`config.mk`:
```
export PLATFORM = sky130hd
export DESIGN_NAME = piso_serializer
export DESIGN_NICKNAME = d
export VERILOG_FILES = /design/src/rtl/piso_serializer.sv
export SDC_FILE = /design/constraint.sdc
export NUM_CORES = 1
export LEC_CHECK = 0
export ABC_AREA = 1
export CAP_MARGIN = 20
export CORE_ASPECT_RATIO = 1.2
export CORE_MARGIN = 2
export CORE_UTILIZATION = 44
export DETAILED_ROUTE_END_ITERATION = 16
export GPL_TIMING_DRIVEN = 1
export PLACE_DENSITY = 0.8
export RECOVER_POWER = 25
export SLEW_MARGIN = 20
export SYNTH_ARGS = -nofsm -noshare
export SYNTH_HDL_FRONTEND = slang
export SYNTH_SLANG_ARGS = --single-unit
```
`constraint.sdc`:
```
create_clock -name clk -period 1.51 [get_ports clk]
set_input_delay 0.2265 -clock clk [delete_from_list [all_inputs] [get_ports clk]]
set_output_delay 0.2265 -clock clk [all_outputs]
set_load 0.03 [all_outputs]
```
`src/rtl/piso_serializer.sv`:
```
// -----------------------------------------------------------------------------
// piso_serializer
//   Parallel-in / serial-out stage that feeds a bit-serial consumer such as the
//   Mealy sequence detector's din input. It accepts a WIDTH-bit word over a
//   valid/ready handshake and shifts it out one bit per clock. The next word
//   can be accepted on the last-bit cycle, so back-to-back words form one
//   continuous bit stream with no gap cycle between them.
//
// Parameters
//   WIDTH      bits per word (>= 2)
//   LSB_FIRST  0: pdata_in[WIDTH-1] is shifted first; 1: pdata_in[0] first
//   IDLE_LEVEL level driven on dout while no frame bit is being shifted
//
// Configuration macro
//   PISO_PARITY_EN  when defined, one even-parity bit (^word) is appended
//                   after the data bits, giving a frame of WIDTH+1 bits.
//                   When undefined, the frame is WIDTH bits and no parity
//                   logic is built.
//
// Ports
//   clk         in   1      rising-edge clock
//   rst         in   1      asynchronous, active-high reset
//   pdata_in    in   WIDTH  parallel word to serialize
//   load_valid  in   1      pdata_in holds a valid word
//   load_ready  out  1      word accepted this cycle if load_valid (combinational)
//   dout        out  1      serial bit stream (registered)
//   dout_valid  out  1      dout carries a frame bit this cycle (registered)
//   busy        out  1      frame in progress (registered)
//   done        out  1      high while the last frame bit is on dout (registered)
// -----------------------------------------------------------------------------
module piso_serializer #(
   parameter int unsigned WIDTH      = 8,
   parameter bit          LSB_FIRST  = 1'b0,
   parameter logic        IDLE_LEVEL = 1'b0
) (
   input  logic             clk,
   input  logic             rst,
   input  logic [WIDTH-1:0] pdata_in,
   input  logic             load_valid,
   output logic             load_ready,
   output logic             dout,
   output logic             dout_valid,
   output logic             busy,
   output logic             done
);

`ifdef PISO_PARITY_EN
   localparam int unsigned FRAME_W = WIDTH + 1;
`else
   localparam int unsigned FRAME_W = WIDTH;
`endif
   localparam int unsigned CNT_W = $clog2(WIDTH + 1);
   localparam logic [CNT_W-1:0] LAST_CNT = CNT_W'(FRAME_W - 1);

   typedef enum logic {
      S_IDLE  = 1'b0,
      S_SHIFT = 1'b1
   } state_e;

   state_e               state_q, state_d;
   logic [FRAME_W-1:0]   shreg_q, shreg_d;
   logic [CNT_W-1:0]     cnt_q, cnt_d;
   logic                 dout_q, dout_d;
   logic                 dout_valid_q, dout_valid_d;
   logic                 busy_q, busy_d;
   logic                 done_q, done_d;

   logic [WIDTH-1:0]     word_ord_c;
   logic [FRAME_W-1:0]   frame_c;
   logic [CNT_W-1:0]     cnt_inc_c;
   logic                 last_bit_c;
   logic                 accept_c;

   // Reorder the word so that the bit to leave first always sits at the top.
   for (genvar gi = 0; gi < WIDTH; gi++) begin : g_order
      if (LSB_FIRST) begin : g_lsb
         assign word_ord_c[gi] = pdata_in[WIDTH-1-gi];
      end else begin : g_msb
         assign word_ord_c[gi] = pdata_in[gi];
      end
   end

   // Full frame image, first bit at index FRAME_W-1.
`ifdef PISO_PARITY_EN
   assign frame_c = {word_ord_c, ^pdata_in};
`else
   assign frame_c = word_ord_c;
`endif

   assign cnt_inc_c  = cnt_q + CNT_W'(1);
   assign last_bit_c = (state_q == S_SHIFT) && (cnt_q == LAST_CNT);
   assign accept_c   = load_valid && load_ready;

   // Ready in IDLE and on the last-bit cycle; this is what makes frames gapless.
   assign load_ready = (state_q == S_IDLE) || last_bit_c;

   // Next-state and registered-output logic.
   always_comb begin
      state_d      = state_q;
      shreg_d      = shreg_q;
      cnt_d        = cnt_q;
      dout_d       = IDLE_LEVEL;
      dout_valid_d = 1'b0;
      busy_d       = 1'b0;
      done_d       = 1'b0;

      unique case (state_q)
         S_IDLE: begin
            if (accept_c) begin
               state_d      = S_SHIFT;
               cnt_d        = '0;
               dout_d       = frame_c[FRAME_W-1];
               shreg_d      = frame_c << 1;
               dout_valid_d = 1'b1;
               busy_d       = 1'b1;
            end
         end

         S_SHIFT: begin
            if (last_bit_c) begin
               if (accept_c) begin
                  // Next frame's first bit follows the current last bit directly.
                  cnt_d        = '0;
                  dout_d       = frame_c[FRAME_W-1];
                  shreg_d      = frame_c << 1;
                  dout_valid_d = 1'b1;
                  busy_d       = 1'b1;
               end else begin
                  state_d = S_IDLE;
                  cnt_d   = '0;
                  shreg_d = '0;
               end
            end else begin
               cnt_d        = cnt_inc_c;
               dout_d       = shreg_q[FRAME_W-1];
               shreg_d      = shreg_q << 1;
               dout_valid_d = 1'b1;
               busy_d       = 1'b1;
               done_d       = (cnt_inc_c == LAST_CNT);
            end
         end

         default: begin
            state_d = S_IDLE;
            cnt_d   = '0;
            shreg_d = '0;
         end
      endcase
   end

   // State and output registers; reset aborts any frame in flight.
   always_ff @(posedge clk or posedge rst) begin
      if (rst) begin
         state_q      <= S_IDLE;
         shreg_q      <= '0;
         cnt_q        <= '0;
         dout_q       <= IDLE_LEVEL;
         dout_valid_q <= 1'b0;
         busy_q       <= 1'b0;
         done_q       <= 1'b0;
      end else begin
         state_q      <= state_d;
         shreg_q      <= shreg_d;
         cnt_q        <= cnt_d;
         dout_q       <= dout_d;
         dout_valid_q <= dout_valid_d;
         busy_q       <= busy_d;
         done_q       <= done_d;
      end
   end

   assign dout       = dout_q;
   assign dout_valid = dout_valid_q;
   assign busy       = busy_q;
   assign done       = done_q;

endmodule
```
* Word-level counts from Yosys, hierarchy flattened
Index checks and enable logic that the tools add are counted.
** Word-level totals
- Register bits after elaboration :: 15
- Bits of input ports :: 11
- Output and inout port bits :: 5
- Word-level logic and storage cells :: 28
** Operators by class
- Add/subtract/negate cells :: 1
- Equal/unequal tests :: 3
- Muxes and demuxes :: 15
- Bitwise gates (word level) :: 1
- Reduce and logical (&&, ||, !) cells :: 3
** Operator list (count)
- 8-bit 2-to-1 mux :: 3
- 8-bit one-hot mux with 2 select lines :: 1
- 4-bit by 3-bit == test with 1-bit output, second input constant :: 2
- 4-bit 2-to-1 mux :: 2
- 4-bit one-hot mux with 2 select lines :: 1
- 1-bit 2-to-1 mux :: 6
- 4-bit by 1-bit adder with 4-bit output, second input constant :: 1
- 1-bit one-hot mux with 2 select lines :: 2
- 1-bit logical AND :: 2
- 2-bit inequality test, second input constant :: 1
- 1-bit logical OR :: 1
- 1-bit NOT :: 1

* Depth between registers and ports, before layout
Gate-level depths: netlist (run 1).
- Word-level depth :: 7
- Mapped depth :: 7
- Gate-level depth less buffers :: 6

* Least setup slack after synthesis (run 1)
OpenSTA, ideal clock, no wires.
- Path type :: reg2reg
- Start point :: register busy (netlist name)
- End point :: register shreg_q[2]
- Library setup time :: 0.116 ns
- Arrival :: 1.103 ns
- Data required time :: 1.394 ns
- Slack :: 0.291 ns
- Cell stages (with the launch flop) :: 8
- Path buffers :: 2
- Period minus slack after synthesis :: 1.219 ns
- Path through :: dfrtp_1 buf_4 nor2_2 buf_4 nand2_1 nand2_1 inv_1 nand2_1
** RTL lines
- end signal: assignment :: line 163 : shreg_q <= shreg_d;
- end: declaration :: line 61 : logic [FRAME_W-1:0] shreg_q, shreg_d;

* Worst setup path in the final report (run 1)
- Start point :: register cnt_q[0]
- End point :: output load_ready
** Between the ends
- Longest elaborated chain between the ends :: 3
** RTL lines
- start: declaration :: line 62 : logic [CNT_W-1:0] cnt_q, cnt_d;
- start signal: assignment :: line 164 : cnt_q <= cnt_d;
- 4-bit by 3-bit == test with 1-bit output :: line 91 : assign last_bit_c = (state_q == S_SHIFT) && (cnt_q == LAST_CNT);
- 1-bit logical AND :: line 91
- 1-bit logical OR :: line 95 : assign load_ready = (state_q == S_IDLE) || last_bit_c;
- end: declaration :: line 40 : output logic load_ready,
Every way passes these cells.

==> qor.csv, run 1 <==
metric,value,unit
status,"complete, no violations",
crit path from,cnt_q[0]$_DFFE_PP0P_,
layout cells sized above 1,0.1770,
reg-to-reg startpoint,cnt_q[0]$_DFFE_PP0P_,
clk_lat worst skew,280,ps
clock sinks,14,
WL final,1580,microns
Crit Path Class,register to output port,
post-synth top area share,0.4714,
routability cong.,0.8194,
ANT cells,0,
synth warn,0,
ys flop type,dfrtp_1,
Critical Path AT,1230,ps
critical path required time,1280,ps
fin. max-slew vios,0,
initial drt markers,12,
final total power,1.682,mW
GRT Overall Usage,0.1607,
CTS tree,done,
Slew @ Worst Pin,536.2,ps
vias in the first global route,601,
Core Box Area,0.001602,sq mm
min-delay worst type,input port to asynchronous set/reset pin,
sequential area share after synthesis,0.4714,
IO Pins,16,
Netlist Area Pre-Place,743.2,sq um
R2R depth,6,
area of the multi-input gates,302.8,sq um
slew margin rel.,0.6422,
critical path peak fanout,4,
DR WL/cell,12.06,microns
Mapped Nets,105,
initial antenna violation count,0,
Final nets,128,
"count leader, synth",nand2_1,
Final Cycle Share,0.9669,
Max-cap violations,0,
setup violators final,0,
count of cell types in the netlist,16,
Layout area overhead,29.12,%
Num CTS Buffers,3,
post-route ant nets,0,
GR Util met1,0.1957,
crit path launch type,register,
dpl ws,138.0,ps
CTS root buf,clkbuf_4,
clock tree buffer depth,2,
fill count,158,
routed vias/inst,4.969,
crit path to,load_ready,
PwrDens,1753,mW/mm^2
global-route wire length before repair,2553,microns
final setup TNS,0,ps
DRC,0,
Commonest cells post-synth,"nand2_1 (33), nand3_1 (16), dfrtp_1 (14), inv_1 (13), buf_4 (3)",
Highest Clock Rate,684.9,MHz
Synth area leader,dfrtp_1,
synthesis-stage register bit count,14,
Hold WS,414.7,ps
met3 usage,0.02222,
"Clk pin slew, worst setup/hold paths",80,ps
"FFs w/ async S/R, synth",1.000,
Synth area leaders,"dfrtp_1 (47%), nand2_1 (17%), nand3_1 (11%)",
initial core utilization,0.4641,
TritonRoute pass-1 iters,4,
largest net degree at the start of global routing,15,
gr busiest metal,met2,
Congestion Overflow GR,0,
CP Capture Type,output port,
Mapped Cells,92,
Die Span Y,49.02,microns
Setup WS post-layout,50.00,ps
VDD IR max,833.7,uV
FF/Latch Area,351.6,sq um
htree depth,1,
routing usage on met2,0.2865,
Post-DP HPWL,989.1,microns
Mean Syn Cell Area,8.078,sq um
Rows,16,
Die Wd,41.52,microns
routed vias,651,
IO buf count,15,
Reg2Reg Capture Point,busy$_DFF_PP0_,
die area,0.002035,sq mm
min cycle time layout,1460,ps
R2R Setup Slk,190,ps
Post-synth EDFFs,0,
clk_skew,3.126,ps
Leak,0.5349,nW
final hold violations,0,
what timing repair did:
action,4_1_cts,5_1_grt
hold buffers,0,0
endpoints found under the setup margin,1,5
gates resized for setup,2,3
buffers inserted,3,3
pin swaps,2,0
through the flow:
stage                       util  area, sq um  cells
after floorplan                -        743.2     92
after global placement    0.5461        874.6    122
after detailed placement  0.5461        874.6    122
after CTS                 0.5813        930.9    128
after global routing      0.5992        959.7    131
final                     0.5992        959.7    131
cell families (layout without fill, tap and decap cells):
logic type,Yosys count,in the layout,share of synthesized area
simple gates,55,55,0.3451
buf+inv,19,40,0.1364
flops,14,14,0.4714
fa+ha+maj,2,2,0.03366
compound gates,2,2,0.01347
where the power goes:
part           total (mW)  internal, mW  leakage [nW]  switching, mW
Combinational       0.830         0.352         0.343          0.477
Clock               0.209        0.0927        0.0138          0.117
Sequential          0.644         0.520         0.178          0.124
metal layers:
layer / wire, microns / up-vias
met2: 915 / 25
met5: 0 / -
li1: - / 325
met1: 549 / 298
met3: 89 / 3
met4: 25 / 0
layout make-up:
cell class,count,area share
Sequential cell,14,0.3664
Inverter,14,0.05476
Tap cell,18,0.02347
Multi-Input combinational cell,59,0.3155
Clock buffer,3,0.02347
Timing Repair Buffer,23,0.2164
critical path, cell delays in order (launching register included):
cell	delay (ps)
dfrtp_1	370
ha_2	220
nand3_4	110
nand2_8	100
buf_4	150
registers in the layout (all words and copies together), names as in the netlist:
name     flops
shreg_q      7
dout         1
busy         1
done         1
cnt_q        4
worst min-delay path by stage:
stage	cells past startpoint	slack (ps)	startpoint	endpoint
after floorplan	1	120	rst	busy$_DFF_PP0_
after global placement	2	470	shreg_q[7]$_DFFE_PP0P_	dout$_DFF_PP0_
after detailed placement	2	470	shreg_q[7]$_DFFE_PP0P_	dout$_DFF_PP0_
after CTS	2	300	rst	shreg_q[3]$_DFFE_PP0P_
after global routing	2	460	rst	shreg_q[3]$_DFFE_PP0P_
final	2	410	rst	shreg_q[3]$_DFFE_PP0P_
placed cells by master, fill, tap and decap left out, drive strengths merged:
cell type      synthesis  final
nand2                 34     34
nand3                 17     17
inv                   14     14
dfrtp                 14     14
buf                    5     11
clkdlybuf4s50          0      9
clkbuf                 0      3
o21ai                  2      2
dlymetal6s2s           0      2
ha                     2      2
nor2                   1      1
or2                    1      1
nand4                  1      1
nor3                   1      1
dlygate4sd3            0      1
No activity file was read; power rests on OpenSTA's default activity.
==> inputs of run 2 (changes only) <==
CORE_ASPECT_RATIO = not set   (was 1.2)
RECOVER_POWER = not set   (was 25)
==> run 2 against run 1 <==
  * Sequential share of layout area is 0.14 points higher
  * Sequential power up 2%
  * Worst setup slack worse by 5.3 ps
  * Combinational power shrank 0.7%
  * Core utilization increased by 2.1 points
  * Flip-flop and latch count unchanged
  * Cell count is 3.1% lower
  * Via count down 5.4%
  * Die area hardly changed
  * Non-clock buffer count decreased by 2
  * Clock skew barely moved
  * Fmax shrank 0.36%
  * Largest cell class unchanged
==> qor.csv, run 2 (synthesized netlist as in run 1, its figures left out) <==
metric,value,unit
status,"complete, no violations",
Congestion Overflow GR,0,
length of routed met2 wiring,739,microns
largest net degree at the start of global routing,15,
IO Pins,16,
critical path required time,1280,ps
Highest Clock Rate,682.5,MHz
VDD IR max,794.4,uV
setup violators final,0,
Hold WS,287.9,ps
DR WL/cell,11.27,microns
min cycle time layout,1465,ps
fin area,955.9,sq um
Final nets,126,
clock sinks,14,
most frequent cells in the layout,"nand2_1 (33), nand3_1 (16), inv_1 (13), dfrtp_1 (13), clkdlybuf4s50_1 (10)",
routed wl met3,66,microns
critical path peak fanout,7,
Post-DP HPWL,990.9,microns
Slew @ Worst Pin,523.7,ps
clock tree buffer depth,2,
crit path cell chain,ha_4 -> nand3_4 -> nand2_8 -> buf_6,
Post-Route M1 WL,625,microns
Post-Route Utilization,0.6201,
fin. max-slew vios,0,
global-route wire length before repair,2173,microns
TritonRoute pass-1 iters,4,
vias in the first global route,528,
CTS tree,done,
"slowest stage cell, crit path",dfrtp_1,
"commonest non-fill, non-tap cell in the layout",nand2_1,
Die Span Y,45.10,microns
Crit Path Class,register to output port,
Critical Path AT,1240,ps
routability cong.,0.8125,
max FFs per register,7,
initial core utilization,0.4821,
Layout area overhead,28.62,%
Die Wd,45.10,microns
Num CTS Buffers,3,
post-route ant nets,0,
placed cell count,120,
clk_lat worst skew,270,ps
final hold violations,0,
final total power,1.674,mW
ANT cells,0,
Top Metal Used,met3,
crit path launch type,register,
"Clk pin slew, worst setup/hold paths",80,ps
CTS root buf,clkbuf_4,
"CP delay by family, top",flip-flops,
Core Box Area,0.001541,sq mm
CP Buf/Inv Count,1,
clk_skew,3.556,ps
"non-filler cells, final",127,
PwrDens,1751,mW/mm^2
initial antenna violation count,0,
layout cells sized above 1,0.1622,
Rows,14,
Leak,0.5291,nW
CP peak stage delay,420,ps
die area,0.002034,sq mm
GRT Overall Usage,0.1495,
htree depth,1,
initial drt markers,14,
CP Capture Type,output port,
Max-cap violations,0,
slew margin rel.,0.6505,
biggest regs,"shreg_q (7), cnt_q (4)",
Post-CTS Hold Fix Bufs,0,
IO buf count,15,
routed vias/inst,4.850,
Final Cycle Share,0.9704,
"Cell Area, Placed",872.1,sq um
register bank with the most flops,shreg_q,
routed vias,616,
DRC,0,
min-delay worst type,input port to asynchronous set/reset pin,
WL final,1431,microns
[run 2: cell count changes in the layout (fill, tap and decap cells not counted)]
cell | before | now
buf_4 | 11 | 8
buf_6 | 0 | 1
clkdlybuf4s50_1 | 9 | 10
dlygate4sd3_1 | 1 | 0
ha_2 | 1 | 0
ha_4 | 0 | 1
[run 2: worst paths after layout]
path,from,end,slack (ps),cells after the start
min,rst,shreg_q[2]$_DFFE_PP0P_,290,2
max in group asynchronous,rst,busy$_DFF_PP0_,840,2
min reg2reg,shreg_q[7]$_DFFE_PP0P_,dout$_DFF_PP0_,490,2
max reg2reg,cnt_q[0]$_DFFE_PP0P_,busy$_DFF_PP0_,130,6
min in group clk,shreg_q[7]$_DFFE_PP0P_,dout$_DFF_PP0_,490,2
max,cnt_q[0]$_DFFE_PP0P_,load_ready,40,4
[run 2: routing by layer]
metal | vias up | track usage
li1 | 323 | -
met1 | 276 | 0.1862
met2 | 17 | 0.2514
met3 | 0 | 0.03600
met4 | 0 | 0.05294
met5 | - | 0
[run 2: cell type report]
type,instances,area (sq um)
inverters,14,52.55
clock buffers,3,22.52
repair buffers,21,196.4
fillers,148,585.6
flip-flops and latches,14,351.6
well taps,16,20.02
multi-input cells,59,312.8
[run 2: worst reg2reg max path, delay by kind of cell, from the launching register on]
family	cells	cell delay [ps]
AND/OR/NAND/NOR	3	450
flip-flops	1	420
buffers and inverters	2	230
adder cells (fa/ha/maj)	1	180
[run 2: stage by stage]
stage          TNS, ps  setup WS, ps
2_1_floorplan        0         290.7
3_3_place_gp         0         186.7
3_5_place_dp         0         130.3
4_1_cts              0         2.464
5_1_grt         -28.37        -28.37
6_report             0         44.73
[run 2: where the power goes]
part	total (mW)	switching, mW	internal (mW)	leakage [nW]
Clock	0.196	0.104	0.0922	0.0138
Combinational	0.824	0.462	0.362	0.337
Sequential	0.654	0.134	0.520	0.178
[run 2: timing repair]
item	4_1_cts	5_1_grt
endpoints found under the setup margin	1	5
pin swaps	1	0
resized for setup	2	5
buffers inserted	3	1
==> inputs of run 3 (changes only) <==
==> constraint.sdc (replaced) <==
create_clock -name clk -period 1.51 [get_ports clk]
set_input_delay 0.2265 -clock clk [delete_from_list [all_inputs] [get_ports clk]]
set_output_delay 0.2265 -clock clk [all_outputs]
set_load 0.01 [all_outputs]
==> run 3 against run 2 <==
  * Total power shrank 5.9%
  * Flip-flop and latch count did not move
  * Largest cell class unchanged
  * Die area stayed put
  * Critical path type unchanged
  * Highest routed layer is now met4
==> qor.csv, run 3 (synthesized netlist as in run 1, its figures left out) <==
metric,value,unit
Switch Pwr,0.6173,mW
initial core utilization,0.4821,
crit path cell chain,clkdlybuf4s50_1,
largest net degree at the start of global routing,15,
routed vias,619,
Post-DP HPWL,976.8,microns
setup violators final,0,
htree depth,1,
IO buf count,15,
clock network power share,0.133,
Net Sw Frac,0.3918,
clock sinks,14,
Max-cap violations,0,
Layout area overhead,27.61,%
Crit Path Class,register to output port,
Leak,0.4973,nW
Post-CTS Hold Fix Bufs,0,
"CP delay by family, top",buffers and inverters,
Final nets,127,
"commonest non-fill, non-tap cell in the layout",nand2_1,
CP Capture Type,output port,
post-route ant nets,0,
CP peak stage delay,550,ps
clock tree buffer depth,2,
"Clk pin slew, worst setup/hold paths",80,ps
CP Buf/Inv Count,1,
most frequent cells in the layout,"nand2_1 (33), nand3_1 (16), clkdlybuf4s50_1 (14)",
internal power,0.9580,mW
status,"complete, no violations",
RSZ-0062 raised after global routing,no,
WL final,1402,microns
crit path launch type,register,
DRC,0,
Die Span Y,45.10,microns
CTS tree,done,
DR WL/cell,10.95,microns
Congestion Overflow GR,0,
PwrDens,1661,mW/mm^2
clk_skew,2.532,ps
layout cells sized above 1,0.1518,
TritonRoute pass-1 iters,4,
critical path peak fanout,5,
Critical Path AT,1230,ps
initial antenna violation count,0,
global-route wire length before repair,2435,microns
Highest Clock Rate,686.3,MHz
die area,0.002034,sq mm
Num CTS Buffers,3,
Hold WS,286.3,ps
routed vias/inst,4.836,
IO Pins,16,
ANT cells,0,
critical path required time,1280,ps
GRT Overall Usage,0.1678,
min cycle time layout,1457,ps
biggest regs,"shreg_q (7), cnt_q (4)",
crit path from,busy$_DFF_PP0_,
Post-Route Utilization,0.6153,
combinational share of power,0.467,
register bank with the most flops,shreg_q,
Core Box Area,0.001541,sq mm
Final Cycle Share,0.9650,
reg-to-reg startpoint,busy$_DFF_PP0_,
vias in the first global route,579,
initial drt markers,13,
Slew @ Worst Pin,543.8,ps
final hold violations,0,
slew margin rel.,0.6370,
max FFs per register,7,
clk_lat worst skew,270,ps
VDD IR max,817.2,uV
min-delay worst type,input port to asynchronous set/reset pin,
Rows,14,
"slowest stage cell, crit path",clkdlybuf4s50_1,
Die Wd,45.10,microns
fin. max-slew vios,0,
sequential share of power,0.400,
routability cong.,0.7766,
CTS root buf,clkbuf_4,
-- run 3: cell types whose count changed in the layout (fill, tap and decap cells not counted), sizes merged --
cell | previous run | this run
clkdlybuf4s50 | 10 | 14
buf | 9 | 7
dlymetal6s2s | 2 | 0
clkbuf | 3 | 4
-- run 3: layout make-up --
cell class                 instances  area (sq um)
clock buffer                       3         22.52
fill                             141         593.1
inverter                          14         52.55
timing repair buffer              22         197.7
multi-input combinational         59         304.0
sequential                        14         351.6
tap                               16         20.02
-- run 3: final timing paths --
| path | endpoint | slack (ps) | cells after the start |
|---|---|---|---|
| min reg2reg | dout$_DFF_PP0_ | 490 | 2 |
| max in group asynchronous | busy$_DFF_PP0_ | 830 | 2 |
| min in group clk | dout$_DFF_PP0_ | 490 | 2 |
| max reg2reg | shreg_q[7]$_DFFE_PP0P_ | 200 | 6 |
| min | shreg_q[3]$_DFFE_PP0P_ | 290 | 2 |
| max | busy | 50 | 1 |
-- run 3: stage by stage --
step	setup WS [ps]	total power, mW	setup TNS, ps	cell area, sq um	instances
floorplan	311.3	1.108	0	743.2	92
global route	13.33	1.731	0	948.4	128
detailed placement	-1.776	1.348	-1.776	909.6	124
CTS	11.00	1.581	0	945.9	127
global placement	24.75	1.317	0	909.6	124
finish	52.82	1.575	0	948.4	128
-- run 3: power by group through the flow --
stage	combinational, mW	clock [mW]	sequential (mW)
2_1_floorplan	0.478	0	0.631
3_3_place_gp	0.700	0	0.616
3_5_place_dp	0.723	0	0.625
4_1_cts	0.735	0.215	0.631
5_1_grt	0.850	0.230	0.651
6_report	0.736	0.210	0.629
-- run 3: repair_timing --
item,in CTS,in global routing
resized for setup,5,1
pin swaps,1,0
buffers inserted,0,1
hold endpoints to repair,0,0
setup endpoints to repair,3,3
-- run 3: metal layers --
layer / share of wire / wire, microns / GRT usage / vias up
li1: - / - / - / 322
met1: 0.47 / 655 / 0.2188 / 280
met2: 0.49 / 682 / 0.2771 / 15
met3: 0.039 / 54 / 0.02400 / 2
met4: 0.0071 / 10 / 0.07059 / 0
met5: 0 / 0 / 0 / -
